`config.mk`:
```
export PLATFORM = sky130hd
export DESIGN_NAME = alu_arbiter
export DESIGN_NICKNAME = d
export VERILOG_FILES = /design/src/rtl/alu_arbiter.sv
export SDC_FILE = /design/constraint.sdc
export NUM_CORES = 1
export LEC_CHECK = 0
export ABC_AREA = 1
export CORE_AREA = 2 2 120 122
export DETAILED_ROUTE_END_ITERATION = 8
export DIE_AREA = 0 0 122 124
export PLACE_DENSITY = 0.67
export SETUP_SLACK_MARGIN = 0.15
export SYNTH_ARGS = -nofsm -noshare
export SYNTH_HDL_FRONTEND = slang
export SYNTH_SLANG_ARGS = --single-unit
```
`constraint.sdc`:
```
create_clock -name CLK -period 3.8 [get_ports CLK]
set_input_delay 0.76 -clock CLK [delete_from_list [all_inputs] [get_ports CLK]]
set_output_delay 0.76 -clock CLK [all_outputs]
set_load 0.005 [all_outputs]
```
`src/rtl/alu_arbiter.sv`:
```
`default_nettype none
// ============================================================================
//  Module   : alu_arbiter
//  Purpose  : Shares one registered-output ALU between two requesters
//             (port 0 = integer EX issue, port 1 = address/aux unit).
//             Picks at most one requester per cycle, drives its operands and
//             control fields onto the ALU inputs, and routes the ALU's
//             registered result back to the owning port one cycle later.
//             Sustains one operation per cycle.
//  Revision : 1.0 - initial release
// ----------------------------------------------------------------------------
//  Ports
//    CLK, rst_n            clock, asynchronous active-low reset
//    hold, flush           stall / kill: no grant in a cycle where either is 1
//    reqX_valid/ready      request handshake, X = 0,1 (ready = granted now)
//    reqX_rs1/rs2/op       operands and {alu_ctrl, funct3, funct7_5, sub}
//    alu_*                 combinational drive to the shared ALU
//    alu_result/overflow   the ALU's registered outputs
//    rspX_valid            one-cycle response strobe for port X
//    rsp_result            ALU result (pass-through)
//    rsp_overflow          ALU overflow, masked when rsp_err is set
//    rsp_err               the responding op carried an illegal alu_ctrl
//    grant_cnt             free-running count of accepted ops (wraps)
//  Build option
//    ALU_ARB_FIXED_PRIO_EN : port 0 always wins contention; no round-robin
//                            state is kept. Undefined: round-robin.
// ============================================================================
module alu_arbiter #(
  parameter int         XLEN      = 32,
  parameter logic [2:0] IDLE_CTRL = 3'b111
) (
  input  logic            CLK,
  input  logic            rst_n,
  input  logic            hold,
  input  logic            flush,
  input  logic            req0_valid,
  output logic            req0_ready,
  input  logic [XLEN-1:0] req0_rs1,
  input  logic [XLEN-1:0] req0_rs2,
  input  logic [7:0]      req0_op,
  input  logic            req1_valid,
  output logic            req1_ready,
  input  logic [XLEN-1:0] req1_rs1,
  input  logic [XLEN-1:0] req1_rs2,
  input  logic [7:0]      req1_op,
  output logic [XLEN-1:0] alu_rs1,
  output logic [XLEN-1:0] alu_rs2,
  output logic [2:0]      alu_ctrl,
  output logic [2:0]      alu_funct3,
  output logic            alu_funct7_5,
  output logic            alu_sub,
  input  logic [XLEN-1:0] alu_result,
  input  logic            alu_overflow,
  output logic            rsp0_valid,
  output logic            rsp1_valid,
  output logic [XLEN-1:0] rsp_result,
  output logic            rsp_overflow,
  output logic            rsp_err,
  output logic [15:0]     grant_cnt
);

  // alu_ctrl codes 101..111 are not real ALU operations.
  localparam logic [2:0] c_first_illegal_ctrl = 3'b101;

  logic            w_eligible;
  logic            w_pick0;
  logic            w_pick1;
  logic            w_grant0;
  logic            w_grant1;
  logic            w_grant_any;
  logic            w_illegal;
  logic [7:0]      w_sel_op;
  logic [XLEN-1:0] w_sel_rs1;
  logic [XLEN-1:0] w_sel_rs2;

  logic            rsp0_valid_q, rsp0_valid_d;
  logic            rsp1_valid_q, rsp1_valid_d;
  logic            rsp_err_q,    rsp_err_d;
  logic [15:0]     grant_cnt_q,  grant_cnt_d;
`ifndef ALU_ARB_FIXED_PRIO_EN
  logic            rr_last_q,    rr_last_d;
`endif

  // --------------------------------------------------------------------------
  // Arbitration
  // --------------------------------------------------------------------------
  always_comb begin
    w_pick0 = req0_valid;
    w_pick1 = req1_valid;
    if (req0_valid && req1_valid) begin
`ifdef ALU_ARB_FIXED_PRIO_EN
      w_pick1 = 1'b0;
`else
      // rr_last holds the previous winner; the other port goes this time.
      w_pick0 = rr_last_q;
      w_pick1 = ~rr_last_q;
`endif
    end
  end

  // rst_n is folded in so nothing is granted (and the ALU sees idle) while
  // the block is held in reset.
  assign w_eligible  = ~hold & ~flush & rst_n;
  assign w_grant0    = w_eligible & w_pick0;
  assign w_grant1    = w_eligible & w_pick1;
  assign w_grant_any = w_grant0 | w_grant1;

  assign req0_ready  = w_grant0;
  assign req1_ready  = w_grant1;

  // --------------------------------------------------------------------------
  // ALU drive
  // --------------------------------------------------------------------------
  always_comb begin
    w_sel_op  = 8'd0;
    w_sel_rs1 = '0;
    w_sel_rs2 = '0;
    if (w_grant0) begin
      w_sel_op  = req0_op;
      w_sel_rs1 = req0_rs1;
      w_sel_rs2 = req0_rs2;
    end else if (w_grant1) begin
      w_sel_op  = req1_op;
      w_sel_rs1 = req1_rs1;
      w_sel_rs2 = req1_rs2;
    end
  end

  // IDLE_CTRL is a non-updating code, so the ALU result register holds on
  // idle cycles.
  assign alu_ctrl     = w_grant_any ? w_sel_op[7:5] : IDLE_CTRL;
  assign alu_funct3   = w_sel_op[4:2];
  assign alu_funct7_5 = w_sel_op[1];
  assign alu_sub      = w_sel_op[0];
  assign alu_rs1      = w_sel_rs1;
  assign alu_rs2      = w_sel_rs2;

  assign w_illegal    = (w_sel_op[7:5] >= c_first_illegal_ctrl);

  // --------------------------------------------------------------------------
  // Response tracking
  // --------------------------------------------------------------------------
  always_comb begin
    rsp0_valid_d = w_grant0;
    rsp1_valid_d = w_grant1;
    rsp_err_d    = w_grant_any & w_illegal;
    grant_cnt_d  = grant_cnt_q + {15'd0, w_grant_any};
`ifndef ALU_ARB_FIXED_PRIO_EN
    rr_last_d    = w_grant_any ? w_grant1 : rr_last_q;
`endif
  end

  always_ff @(posedge CLK or negedge rst_n) begin
    if (!rst_n) begin
      rsp0_valid_q <= 1'b0;
      rsp1_valid_q <= 1'b0;
      rsp_err_q    <= 1'b0;
      grant_cnt_q  <= 16'd0;
`ifndef ALU_ARB_FIXED_PRIO_EN
      // Start as if port 1 won last, so port 0 takes the first contention.
      rr_last_q    <= 1'b1;
`endif
    end else begin
      rsp0_valid_q <= rsp0_valid_d;
      rsp1_valid_q <= rsp1_valid_d;
      rsp_err_q    <= rsp_err_d;
      grant_cnt_q  <= grant_cnt_d;
`ifndef ALU_ARB_FIXED_PRIO_EN
      rr_last_q    <= rr_last_d;
`endif
    end
  end

  assign rsp0_valid   = rsp0_valid_q;
  assign rsp1_valid   = rsp1_valid_q;
  assign rsp_err      = rsp_err_q;
  assign grant_cnt    = grant_cnt_q;
  // The ALU result and overflow are already registered, so they line up with
  // the response strobes without further staging.
  assign rsp_result   = alu_result;
  assign rsp_overflow = alu_overflow & ~rsp_err_q;

endmodule
`default_nettype wire

```
==> metrics.cfg <==
[run_status]
status = complete, no violations

[routing]
drcViolationCount = 0
drt-total-wl_um = 9140
antenna_left = 0
wl_per_cell_um = 12.1
post_drt_via_cell_ratio = 3.77
detail_route.iter0.violations = 61
vias = 2850
dr.pass1.iters = 4

[placed_design]
place_ws_ps = 297
portBuffers = 244
dp_cells = 752
gp_congestion = 0.770
placed_area_um2 = 4580
place_hpwl_um = 7660

[logic_synthesis]
mappedNetlistArea_um2 = 2230
synth_cell_types = 22
synth_seq_area_share = 0.225
syn_nets = 555
ys_warn_count = 0
ys_ff_latch = 20
syn_inst = 369
avgSynthCellArea_um2 = 6.05

[critical_path]
startpoint = req1_valid
rrSetupSlack_ps = 1540
r2r-start = rr_last_q$_DFFE_PN1N_
ff2ff_path_depth = 11
rr_endpoint = grant_cnt[14]$_DFF_PN0_
path_class = in -> out
cp_slowest_stage_delay_ps = 520
arrival_ps = 2690
cp.required_ps = 3040
worst_setup_path_end_kind = output pin
cp_cell_sequence = clkdlybuf4s50_1 > inv_1 > a21oi_2 > nand2_2 > inv_6 > buf_12 > nand2_1 > nand2_1 > clkdlybuf4s50_1
slowest_stage = clkdlybuf4s50_1
critical_path.max_fanout = 36
worst_setup_path_start_kind = input pin

[hold_path]
min_to = grant_cnt[14]$_DFF_PN0_
worst_hold_path_type = reg -> reg
min_from = grant_cnt[14]$_DFF_PN0_
worstHoldPathCells = 1

[finish]
fin_cells = 756
nets = 763
area_growth_pct = 109
drive_above_1_share = 0.0486
design_area_um2 = 4670
utilization = 0.340
n_antenna_cell = 0
final-seq-area_um2 = 502
fillers = 1460
multi_input_area_um2 = 1250

[cts]
clk_latency_ps = 250
cts.clk_slew.worst_paths_ps = 50
cts-root-buf = clkbuf_16
cts_setup_buffers = 0
cts.sinks = 20
ctsHoldBuffers = 0
post_cts_resized = 0
htree_num_levels = 1
cts_tree = yes
cts.path.max_buffers = 2
numCtsBuffers = 3

[global_routing]
antenna_found_initial = 0
grt_pass1_wl_um = 13000
grt_pass1_vias = 2644
overflow = 0
grt_max_degree = 38
grt_util_all_layers = 0.107

[timing]
relSlewSlack = 0.776
max_clock_freq_ghz = 0.290
finalHoldWorstSlack_ps = 497
timing_worst_slew_pin_value_ps = 333
setup_ws_ps = 348
fin_crit_sh = 0.908
finalSetupViolations = 0
setup_tns_ps = 0
period_minus_slack_ps = 3450
skew_ps = 3.08
hold_viol_final = 0
rsz0062_at_grt = no
maxSlewViolCount = 0

[floorplan]
die_h_um = 124
die_w_um = 122
initial_core_util = 0.163
design.die.area_um2 = 15100
io_pins = 309
rows = 43
core_area_um2 = 13700

[power]
ir_drop_mv = 0.134
leakagePower_nw = 2.09
power_mw = 0.845
p_per_area_nw_per_um2 = 181

[flow_run]
drv_cap = 0

==> layout by cell type (no fill, tap or decap) <==
| cell type | count |
|---|---|
| clkbuf_16 | 3 |
| xnor2_1 | 3 |
| clkdlybuf4s50_1 | 244 |
| nor2_1 | 10 |
| and2_1 | 1 |
| nand2_1 | 220 |
| nand3_1 | 13 |
| dfrtp_1 | 19 |
| buf_12 | 4 |
| inv_1 | 17 |
| nand4_1 | 2 |
| clkbuf_8 | 1 |
| buf_4 | 1 |
| nor3_1 | 5 |
| dfstp_2 | 1 |
| o21ai_0 | 2 |
| nor2_4 | 2 |
| inv_4 | 1 |
| ha_1 | 3 |
| a21oi_2 | 2 |
| xor2_1 | 9 |
| inv_6 | 1 |
| nor3b_2 | 1 |
| nand2_2 | 11 |
==> kinds of logic after synthesis <==
kind of cell | after synthesis | share of synthesized area
and+or+nand+nor | 265 | 0.482
buffers and inverters | 65 | 0.217
DFF | 20 | 0.225
xor gates and xnor gates | 12 | 0.0471
AOI/OAI and AO/OA | 4 | 0.0123
adders and majority gates | 3 | 0.0168
==> worst max-delay path: cells and delay by family <==
family | cells | cell delay [ps]
and+or+nand+nor | 3 | 300
AOI/OAI and AO/OA | 1 | 190
buffers and inverters | 5 | 1440
==> registers in the layout, indices dropped and copies added (netlist names) <==
signal	count
grant_cnt	16
rr_last_q	1
rsp0_valid	1
rsp1_valid	1
rsp_err	1
==> synth_stat cells <==
cell,number,share of area
nand3_1,13,0.029
xor2_1,9,0.035
nand4_1,2,0.0056
nor2_4,2,0.010
nor3b_2,1,0.0056
inv_4,1,0.0028
nor3_1,5,0.011
and2_1,1,0.0028
dfstp_2,1,0.012
buf_6,13,0.066
xnor2_1,3,0.012
a21oi_2,2,0.0078
ha_1,3,0.017
buf_12,1,0.0090
nand2_1,220,0.37
inv_6,1,0.0039
buf_4,32,0.11
inv_1,17,0.029
dfrtp_1,19,0.21
nand2_2,11,0.031
nor2_1,10,0.017
o21ai_0,2,0.0045
==> metal layers <==
metal,vias up,share of wire,global-route usage
li1,1491,-,-
met4,0,0.0055,0.0136
met3,7,0.098,0.0394
met1,1205,0.42,0.134
met5,-,0,0
met2,147,0.48,0.181
==> worst max-delay path by stage <==
stage	endpoint	slack (ps)	cells past startpoint
6_report	alu_rs2[0]	350	9
5_1_grt	alu_rs2[0]	190	10
4_1_cts	alu_rs2[0]	290	9
3_5_place_dp	alu_rs2[0]	300	9
3_3_place_gp	alu_rs2[0]	340	9
2_1_floorplan	grant_cnt[14]$_DFF_PN0_	1530	12
==> area by class of cell <==
| cell class | instances | share of cell area |
|---|---|---|
| Multi-Input combinational cell | 284 | 0.267 |
| Tap cell | 180 | 0.0482 |
| Clock buffer | 4 | 0.0190 |
| Inverter | 19 | 0.0169 |
| Sequential cell | 20 | 0.107 |
| Timing Repair Buffer | 249 | 0.542 |
==> power by group <==
group	total, mW	internal [mW]	switching [mW]
registers	0.265	0.239	0.0260
logic	0.341	0.238	0.104
clock network	0.238	0.160	0.0774
Note: power is estimated with default switching activity, not from simulation.
